File: src/rtl/sdram_arbit.sv
`default_nettype none
// +--------------------------------------------------------------------------+
// | Module   : sdram_arbit                                                   |
// | Purpose  : Shares the SDRAM command/address pins between the init,       |
// |            auto-refresh, write and read engines (refresh has priority).  |
// | Options  : SDRAM_ARBIT_RR_EN - round-robin between write and read        |
// | Revision : 1.0 - initial release                                         |
// +--------------------------------------------------------------------------+
module sdram_arbit #(
  parameter int         ADDR_W  = 13,
  parameter int         BANK_W  = 2,
  parameter logic [3:0] CMD_NOP = 4'b0111
) (
  input  logic              sysclk_100M,
  input  logic              rst_n,
  input  logic              init_end,
  input  logic [3:0]        init_cmd,
  input  logic [ADDR_W-1:0] init_addr,
  input  logic [BANK_W-1:0] init_bank,
  input  logic              aref_req,
  output logic              aref_ack,
  input  logic              aref_end,
  input  logic [3:0]        aref_cmd,
  input  logic [ADDR_W-1:0] aref_addr,
  input  logic [BANK_W-1:0] aref_bank,
  input  logic              write_req,
  output logic              write_ack,
  input  logic              write_prech_end,
  input  logic [3:0]        write_cmd,
  input  logic [ADDR_W-1:0] write_addr,
  input  logic [BANK_W-1:0] write_bank,
  input  logic              read_req,
  output logic              read_ack,
  input  logic              read_prech_end,
  input  logic [3:0]        read_cmd,
  input  logic [ADDR_W-1:0] read_addr,
  input  logic [BANK_W-1:0] read_bank,
  output logic              refresh_pend,
  output logic              sdram_cke,
  output logic              sdram_cs_n,
  output logic              sdram_ras_n,
  output logic              sdram_cas_n,
  output logic              sdram_we_n,
  output logic [ADDR_W-1:0] sdram_addr,
  output logic [BANK_W-1:0] sdram_ba
);

  typedef enum logic [4:0] {
    S_INIT  = 5'b00001,
    S_ARBIT = 5'b00010,
    S_AREF  = 5'b00100,
    S_WRITE = 5'b01000,
    S_READ  = 5'b10000
  } state_t;

  state_t            r_state;
  state_t            w_state_nxt;
  logic              w_aref_grant;
  logic              w_write_grant;
  logic              w_read_grant;
  logic              w_write_wins;
  logic [3:0]        w_cmd;
  logic [ADDR_W-1:0] w_addr;
  logic [BANK_W-1:0] w_ba;
  logic              r_aref_ack;
  logic              r_write_ack;
  logic              r_read_ack;
  logic              r_refresh_pend;

`ifdef SDRAM_ARBIT_RR_EN
  // 1 = read was served last, so write goes first out of reset
  logic r_last_grant_rd;

  always_ff @(posedge sysclk_100M or negedge rst_n) begin
    if (!rst_n) begin
      r_last_grant_rd <= 1'b1;
    end else if (w_write_grant) begin
      r_last_grant_rd <= 1'b0;
    end else if (w_read_grant) begin
      r_last_grant_rd <= 1'b1;
    end
  end

  assign w_write_wins = write_req & (~read_req | r_last_grant_rd);
`else
  assign w_write_wins = write_req;
`endif

  always_comb begin
    w_state_nxt   = r_state;
    w_aref_grant  = 1'b0;
    w_write_grant = 1'b0;
    w_read_grant  = 1'b0;
    w_cmd         = CMD_NOP;
    w_addr        = '0;
    w_ba          = '0;
    case (r_state)
      S_INIT: begin
        w_cmd  = init_cmd;
        w_addr = init_addr;
        w_ba   = init_bank;
        if (init_end) w_state_nxt = S_ARBIT;
      end
      S_ARBIT: begin
        if (aref_req) begin
          w_aref_grant = 1'b1;
          w_state_nxt  = S_AREF;
        end else if (w_write_wins) begin
          w_write_grant = 1'b1;
          w_state_nxt   = S_WRITE;
        end else if (read_req) begin
          w_read_grant = 1'b1;
          w_state_nxt  = S_READ;
        end
      end
      S_AREF: begin
        w_cmd  = aref_cmd;
        w_addr = aref_addr;
        w_ba   = aref_bank;
        if (aref_end) w_state_nxt = S_ARBIT;
      end
      S_WRITE: begin
        w_cmd  = write_cmd;
        w_addr = write_addr;
        w_ba   = write_bank;
        if (write_prech_end) w_state_nxt = S_ARBIT;
      end
      S_READ: begin
        w_cmd  = read_cmd;
        w_addr = read_addr;
        w_ba   = read_bank;
        if (read_prech_end) w_state_nxt = S_ARBIT;
      end
      default: w_state_nxt = S_ARBIT;
    endcase
  end

  always_ff @(posedge sysclk_100M or negedge rst_n) begin
    if (!rst_n) begin
      r_state        <= S_INIT;
      r_aref_ack     <= 1'b0;
      r_write_ack    <= 1'b0;
      r_read_ack     <= 1'b0;
      r_refresh_pend <= 1'b0;
    end else begin
      r_state        <= w_state_nxt;
      r_aref_ack     <= w_aref_grant;
      r_write_ack    <= w_write_grant;
      r_read_ack     <= w_read_grant;
      // drop the hint once the refresh owns the bus, even if req lingers a cycle
      r_refresh_pend <= aref_req & ~w_aref_grant & ~r_aref_ack;
    end
  end

  assign aref_ack     = r_aref_ack;
  assign write_ack    = r_write_ack;
  assign read_ack     = r_read_ack;
  assign refresh_pend = r_refresh_pend;
  assign sdram_cke    = 1'b1;
  assign {sdram_cs_n, sdram_ras_n, sdram_cas_n, sdram_we_n} = w_cmd;
  assign sdram_addr   = w_addr;
  assign sdram_ba     = w_ba;

endmodule
`default_nettype wire

File: config.mk
export PLATFORM = sky130hd
export DESIGN_NAME = sdram_arbit
export DESIGN_NICKNAME = d
export VERILOG_FILES = /design/src/rtl/sdram_arbit.sv
export SDC_FILE = /design/constraint.sdc
export NUM_CORES = 1
export LEC_CHECK = 0
export ABC_CLOCK_PERIOD_IN_PS = 1850
export CAP_MARGIN = 20
export CORE_MARGIN = 8
export CORE_UTILIZATION = 24
export CTS_CLUSTER_SIZE = 25
export DETAILED_ROUTE_END_ITERATION = 6
export PLACE_DENSITY = 0.76
export SETUP_SLACK_MARGIN = 0.1
export SLEW_MARGIN = 20
export SYNTH_ARGS = -nofsm -noshare
export SYNTH_HDL_FRONTEND = slang
export SYNTH_SLANG_ARGS = --single-unit
File: constraint.sdc
create_clock -name sysclk_100M -period 1.85 [get_ports sysclk_100M]
set_input_delay 0.555 -clock sysclk_100M [delete_from_list [all_inputs] [get_ports sysclk_100M]]
set_output_delay 0.555 -clock sysclk_100M [all_outputs]
set_load 0.02 [all_outputs]
==> results.ini <==
[yosys]
synth_ff_type=dfrtp_1
synth-seq-cells=9
syn_area_sq_um=932
syn_inst=110
syn_nets=195
synthDistinctLibCells=33
yosysTopAreaCell=a22oi_1
synth.area.top_cells=a22oi_1, dfrtp_1, nand2_1
synth_edf_count=0
syn_area_per_cell_sq_um=8.47
ys_seq_area_share_pct=24.3
synthArstFlopShare_pct=100
ys_warn_count=0
synth.top_cell.area_share_pct=28.2

[pwr]
power_density_nw_per_um2=832
leakage_nw=1.03
ir_drop_uv=600
p_total_mw=2.09

[setup_path]
cp_slowest_cell=dfstp_2
end_kind=primary output
cp.arrival_ns=1.67
crit_required_ns=1.29
cp_max_fo=9
reg2reg_slack_ns=0.30
slowest_delay_ns=0.55
cp-start-kind=flip-flop
crit_chain=nor3_2 -> and3b_2 -> buf_16 -> a22oi_2 -> nand3_2 -> buf_6
worstSetupPathType=reg2out

[place]
postPlaceCellArea_sq_um=2310
portBuffers=107
hpwl_mm=4.51
place_ws_ns=-0.750
gp_congestion=0.796

[sta]
max_freq_mhz=450
rsz0062_at_grt=true
period_share_pct=120
fin_ws_ns=-0.371
slew_viol_final=0
fin_skew_ns=0.00154
setup_viol=19
timing.hold.ws_ns=0.446
finalHoldViolCount=0
fin_crit_ns=2.22

[floorplan]
core_area_sq_um=3690
rows=22
io_pins=109
die_area_sq_um=6130
die_x_um=78.3
start_util_pct=25.3
floorplan.die.height_um=78.3

[drt]
wl_mm=5.56
via_per_inst=5.17
drc_errors=0
wl_per_cell_um=19.8
drt_pass1_iterations=4
vias=1452
drt_iter0_drc=43
antenna_left=0

[cts]
cts_htree_levels=1
clkTransAtPathRegs_ns=0.04
cts_tree=built
cts-root-buf=clkbuf_8
cts.sinks=9
cts_hold_buf=0
numCtsBuffers=3
clk-insertion-delay-late_ns=0.23
clockBufferDepth=2

[run]
cap_violations=0

[layout]
layout_commonest_cell=clkdlybuf4s50_1
area_growth_pct=169
insertedDiodeCount=0
fin_nets=319
final_cell_mix=clkdlybuf4s50_1, a22oi_2, buf_6
finalInstanceArea_sq_um=2510
drive_gt1_share_pct=46.4

[global_routing]
grt_pass1_wl_mm=8.37
grt_max_degree=19
grt_pass1_vias=1536
antenna_found_initial=0
grt.total_usage_pct=16.9
grt_overflow=0

[status]
violations=negative setup slack
status=complete, but fails checks

[hold_path]
hp-class=reg2reg

synthesized netlist by cell type (2+ instances only):
library cell	instances
nand3_1	4
nand3b_1	2
and3b_1	2
buf_6	5
dfrtp_1	8
and3_1	2
o21bai_1	3
nor2_1	4
and2_1	2
buf_4	2
nand2_1	19
o22ai_1	2
a22oi_1	35
state kept, by name, summed over array words and instances (netlist names):
signal        count
r_state           5
read_ack          1
refresh_pend      1
write_ack         1
aref_ack          1
worst max-delay path: cells and delay by family (launching register included):
family                 cells  cell delay (ns)
buffers and inverters      2             0.31
flip-flops                 1             0.55
AO/OA/AOI/OAI              1             0.16
AND/OR/NAND/NOR            3             0.41
power by group:
part	switching, mW	internal (mW)
combinational	0.696	0.836
sequential	0.0749	0.261
clock	0.0729	0.150
total	0.844	1.25
final cells by class:
cell class	count	area, sq um
clock buffers	4	45.0
repair buffers	128	1330
multi-input cells	92	846
flip-flops and latches	9	231
well taps	48	60.1
fillers	275	1180
cells by family (layout without fill, tap and decap cells):
group	count (synthesis)	after routing	synth area share (%)
and+or+nand+nor	45	45	28.2
AOI/OAI and AO/OA	45	45	36.4
other	1	1	0.402
xor gates and xnor gates	1	1	0.940
DFF	9	9	24.3
buffers and inverters	9	132	9.80
what timing repair did:
action                     in CTS  in global routing
setup endpoints to repair      20                 22
gates resized for setup       132                  6
pin swaps                       7                  1
gates cloned                    1                  0
hold endpoints to repair        0                  0
setup buffers                   3                  0
routing by layer:
layer,wire [um],vias to the layer above,track usage (%)
met2,2690,87,29.7
met3,527,8,4.67
met5,0,-,0
li1,-,678,-
met1,2240,679,19.6
met4,106,0,4.44
path summary, 6_finish.rpt:
path                       startpoint            to  cells past startpoint
hold / removal               aref_ack  refresh_pend                      1
setup reg to reg           r_state[1]    r_state[1]                      5
hold reg to reg              aref_ack  refresh_pend                      1
min in group asynchronous       rst_n      read_ack                      1
max in group asynchronous       rst_n    r_state[0]                      1
setup / recovery           r_state[0]   sdram_ras_n                      6
metrics by stage:
step / std cells / utilization [%] / TNS, ns
2_1_floorplan: 110 / - / -0.879
3_3_place_gp: 273 / 62.6 / -9.90
3_5_place_dp: 273 / 62.6 / -10.60
4_1_cts: 281 / 67.6 / -6.29
5_1_grt: 281 / 68.1 / -7.46
6_report: 281 / 68.1 / -6.15
Note: power is estimated with default switching activity, not from simulation.
